===== config.mk =====
export PLATFORM = sky130hd
export DESIGN_NAME = mean_rank_sorter
export DESIGN_NICKNAME = d
export VERILOG_FILES = /design/src/rtl/mean_rank_sorter.sv
export SDC_FILE = /design/constraint.sdc
export NUM_CORES = 1
export LEC_CHECK = 0
export BUFFER_PORTS_ARGS = -buffer_cell sky130_fd_sc_hd__buf_4
export CORE_ASPECT_RATIO = 0.8
export CORE_UTILIZATION = 47
export DETAILED_ROUTE_END_ITERATION = 10
export GPL_ROUTABILITY_DRIVEN = 0
export GPL_TIMING_DRIVEN = 0
export SYNTH_ARGS = -nofsm -noshare
export SYNTH_HDL_FRONTEND = slang
export SYNTH_SLANG_ARGS = --single-unit

===== constraint.sdc =====
create_clock -name clk -period 48.5 [get_ports clk]
set_clock_uncertainty 0.15 [all_clocks]
set_input_delay 2.425 -clock clk [delete_from_list [all_inputs] [get_ports clk]]
set_output_delay 2.425 -clock clk [all_outputs]
set_load 0.05 [all_outputs]

===== src/rtl/mean_rank_sorter.sv =====
// Collects (mean, index) pairs into an insertion-sorted register array, then
// streams the indices out in ascending mean order (stable for equal means).
module mean_rank_sorter #(
    parameter int unsigned N_IMAGES = 32,
    parameter int unsigned IDX_W    = 5,
    parameter int unsigned MEAN_W   = 8
) (
    input  logic              clk,
    input  logic              reset,
    input  logic              in_valid,
    input  logic [MEAN_W-1:0] in_mean,
    input  logic [IDX_W-1:0]  in_index,
    output logic              in_ready,
    output logic              out_valid,
    input  logic              out_ready,
    output logic [IDX_W-1:0]  out_index,
    output logic [MEAN_W-1:0] out_mean,
    output logic [IDX_W-1:0]  out_rank,
    output logic              busy,
    output logic              sort_done
);

    localparam int unsigned CNT_W = IDX_W + 1;

    typedef enum logic [1:0] {
        FILL = 2'd0,
        EMIT = 2'd1,
        DONE = 2'd2
    } state_t;

    state_t              state;
    logic [CNT_W-1:0]    count;
    logic [IDX_W-1:0]    ptr;
    logic [N_IMAGES-1:0] slot_vld;
    logic [MEAN_W-1:0]   slot_mean [N_IMAGES];
    logic [IDX_W-1:0]    slot_idx  [N_IMAGES];
    logic [CNT_W-1:0]    ins_pos;
    logic                accept;

    assign accept = in_valid && (state == FILL);

    // Insert position: filled slots whose mean is <= the new one stay ahead of it.
    always_comb begin
        ins_pos = '0;
        for (int i = 0; i < int'(N_IMAGES); i++) begin
            if (slot_vld[i] && (slot_mean[i] <= in_mean)) begin
                ins_pos = ins_pos + CNT_W'(1);
            end
        end
    end

    // Control state: fill counter, emit pointer and occupancy.
    always_ff @(posedge clk) begin
        if (reset) begin
            state    <= FILL;
            count    <= '0;
            ptr      <= '0;
            slot_vld <= '0;
        end else begin
            case (state)
                FILL: begin
                    if (in_valid) begin
                        slot_vld <= {slot_vld[N_IMAGES-2:0], 1'b1};
                        count    <= count + CNT_W'(1);
                        if (count == CNT_W'(N_IMAGES - 1)) begin
                            state <= EMIT;
                        end
                    end
                end
                EMIT: begin
                    if (out_ready) begin
                        if (ptr == IDX_W'(N_IMAGES - 1)) begin
                            state <= DONE;
                        end else begin
                            ptr <= ptr + IDX_W'(1);
                        end
                    end
                end
                default: begin
                end
            endcase
        end
    end

    // Slot payload: shift the tail up by one and drop the new pair into the gap.
    // Stale data after reset is masked by slot_vld, so no reset is needed here.
    always_ff @(posedge clk) begin
        if (accept) begin
            if (ins_pos == '0) begin
                slot_mean[0] <= in_mean;
                slot_idx[0]  <= in_index;
            end
            for (int i = 1; i < int'(N_IMAGES); i++) begin
                if (CNT_W'(i) == ins_pos) begin
                    slot_mean[i] <= in_mean;
                    slot_idx[i]  <= in_index;
                end else if ((CNT_W'(i) > ins_pos) && (CNT_W'(i) <= count)) begin
                    slot_mean[i] <= slot_mean[i-1];
                    slot_idx[i]  <= slot_idx[i-1];
                end
            end
        end
    end

    assign in_ready  = (state == FILL);
    assign out_valid = (state == EMIT);
    assign busy      = (state != DONE);
    assign sort_done = (state == DONE);
    assign out_rank  = ptr;
    assign out_index = (state == FILL) ? '0 : slot_idx[ptr];
    assign out_mean  = (state == FILL) ? '0 : slot_mean[ptr];

endmodule

==> results by group <==
Setup path
  – Crit start category: input port
  – CP required: 48650 ps
  – CP endpoint kind: flip-flop
  – R2R Path Start: slot_mean[0][2]$_DFFE_PP_
  – Setup slack, reg-to-reg: 22400 ps
  – Crit path launch: in_mean[1]
  – Most used cell, CP: ha_1
  – Max stage delay on crit path: 1080 ps
  – Worst-path fanout max: 19
  – Critical path type: in -> reg
  – Critical R2R Capture: slot_mean[19][5]$_DFFE_PP_
  – Critical-path top delay cell: clkbuf_1
  – CP Data Arrival Time: 29740 ps
  – Worst reg2reg path depth: 107

STA
  – Slew margin rel.: 0.002225
  – Slew @ Worst Pin: 1497 ps
  – RSZ-0062 raised after global routing: false
  – Setup TNS: 0 ps
  – Period utilization: 0.6101
  – Final Max Slew Viols: 0
  – Setup violators final: 0
  – Hold Slack: 314.1 ps
  – Fin crit period: 29590 ps
  – Final hold violations: 0
  – Fmax: 0.03380 GHz

Clock network
  – Number of H-tree levels: 2
  – Total CTS buffers: 48
  – Clock Path Buffers: 3
  – Clk sinks: 466
  – Post-CTS Setup Bufs: 0
  – Worst-path clk slew: 60 ps
  – CTS hold repair buffers: 0
  – Root Driver: clkbuf_16
  – CTS tree: built
  – Post-cts resize count: 0
  – Worst-Skew Late Latency: 610 ps

Detailed routing
  – Via count: 27040
  – Detail Route Antenna Nets: 0
  – Detailed Routing Iterations Pass 1: 7
  – Via/cell ratio: 6.734
  – DR WL/cell: 30.30 um
  – Drt first-iter violations: 3482
  – Post-route DRC: 0
  – WL final: 121700 um

Layout
  – Fin nets: 3338
  – Area of the multi-input gates: 0.02024 mm2
  – # fillers: 6222
  – Layout cell share with drive strength beyond 1: 0.2507
  – Layout area overhead: 9.957%
  – Register area: 0.01349 mm2

Placed design
  – DP Wirelength: 94490 um
  – Port bufs: 37

Synth
  – Top cells by area, synth: edfxtp_1 (36%), mux2_2 (12%), ha_1 (11%), mux4_2 (8.5%), dfxtp_1 (2.9%)
  – Synth top cells by count: edfxtp_1 (416), mux2_2 (358), ha_1 (292)
  – Mapped cell area: 0.03462 mm2
  – Mapped Cells: 2910
  – Ys flop type: edfxtp_1
  – Synth warn: 0
  – Post-synth EDFFs: 416
  – Leading area contributor after synthesis: edfxtp_1
  – Yosys reg bits: 466
  – Synth async-reset ratio: 0
  – Cell with the most instances after synthesis: edfxtp_1
  – Syn_nets: 3219
  – Seq/Total Area, Yosys: 0.3898
  – Avg Cell Area, Syn: 11.90 um2
  – Share of the synthesized area in the top cell type: 0.3609
  – Yosys cell types: 98

Min path
  – Hold_sp: slot_vld[1]$_SDFFE_PP0P_
  – Hold path depth: 2
  – Hold Crit Class: reg -> reg
  – WHS Endpoint: slot_vld[2]$_SDFFE_PP0P_

Die
  – Die area: 0.07475 mm2
  – Die Wd: 305.4 um
  – Ports: 39
  – Chip Height: 244.7 um
  – Initial core utilization: 0.4778
  – Rows: 88
  – Core Area: 0.07245 mm2

Global routing
  – Global-route wire length before repair: 176600 um
  – Total gr overflow: 0
  – Antenna violations before repair: 8
  – Largest net degree at the start of global routing: 38
  – Vias in the first global route: 26040
  – Total track usage: 0.3229

Power and ir drop
  – Power Total: 925.2 uW
  – Pwr/cell area: 24.30 mW/mm2
  – Pleak: 0.01406 uW
  – VDD IR-drop max: 0.00002207 V

Outcome
  – Status: finished with violations
  – Failing checks: max-capacitance violations

Flow run
  – Total of max-cap violations: 1
worst max path at each step:
stage / to / cells after the start
finish: slot_mean[19][5]$_DFFE_PP_ / 112
global route: slot_mean[19][6]$_DFFE_PP_ / 112
CTS: slot_mean[19][5]$_DFFE_PP_ / 111
detailed placement: slot_idx[19][0]$_DFFE_PP_ / 111
global placement: slot_idx[19][1]$_DFFE_PP_ / 109
floorplan: slot_idx[19][0]$_DFFE_PP_ / 109
layout by cell type (no fill, tap or decap), types with 85 or more instances in the layout:
cell type / Yosys / layout
edfxtp_1: 416 / 416
mux2_2: 358 / 358
ha_1: 292 / 292
nand2_1: 193 / 193
a21oi_1: 151 / 150
mux4_2: 130 / 130
nor2_1: 122 / 122
nand3_1: 106 / 106
clkbuf_1: 87 / 102
inv_1: 92 / 85
power by group:
group | internal [uW] | switching, uW | total [uW]
logic | 40.4 | 63.1 | 104
clock network | 207 | 170 | 377
registers | 441 | 3.38 | 445
total | 689 | 236 | 925
flip-flops by register name, indices dropped and copies added, names as in the netlist, named ones only:
register	flops
state	2
slot_mean	256
slot_idx	160
count	6
slot_vld	32
out_rank	5
metrics by stage:
stage | area, um2 | util | cells | setup slack [ps]
6_report | 38070 | 0.5254 | 4015 | 18910
5_1_grt | 38060 | 0.5253 | 4012 | 17490
4_1_cts | 38060 | 0.5253 | 4012 | 19780
3_5_place_dp | 36540 | 0.5044 | 3924 | 19260
3_3_place_gp | 36080 | 0.4980 | 3892 | 17520
2_1_floorplan | 34620 | - | 2910 | 23800
layer usage:
layer  vias up  global-route usage  share of wire
li1      11480                   -              -
met1     13660              0.4774           0.44
met2      1669              0.4361           0.39
met3       222              0.1094           0.14
met4         6              0.1060          0.035
met5         -                   0        0.00043
logic make-up (layout without fill, tap and decap cells):
group,Yosys count,count (layout),synth area share
xor+xnor,149,149,0.05056
fa+ha+maj,292,292,0.1055
buf+inv,250,407,0.02920
compound gates,475,475,0.09090
flops,466,466,0.3898
simple gates,690,690,0.1010
other cells,0,3,0
mux,588,588,0.2330
final cells by class:
class	instances	share of cell area
multi-input combinational	2194	0.5318
clock buffer	71	0.03622
antenna	3	0.0001972
inverter	93	0.009171
buffer	157	0.01739
timing repair buffer	69	0.01601
sequential	466	0.3545
clock inverter	17	0.003649
tap	945	0.03106
critical path: cells and delay by family:
kind	cells	cell delay (ps)
AOI/OAI and AO/OA	27	5840
xor gates and xnor gates	2	1280
buffers and inverters	13	3840
and+or+nand+nor	31	4500
adders and majority gates	29	9070
muxes	10	2660
Power figures use the tool's default switching activity.
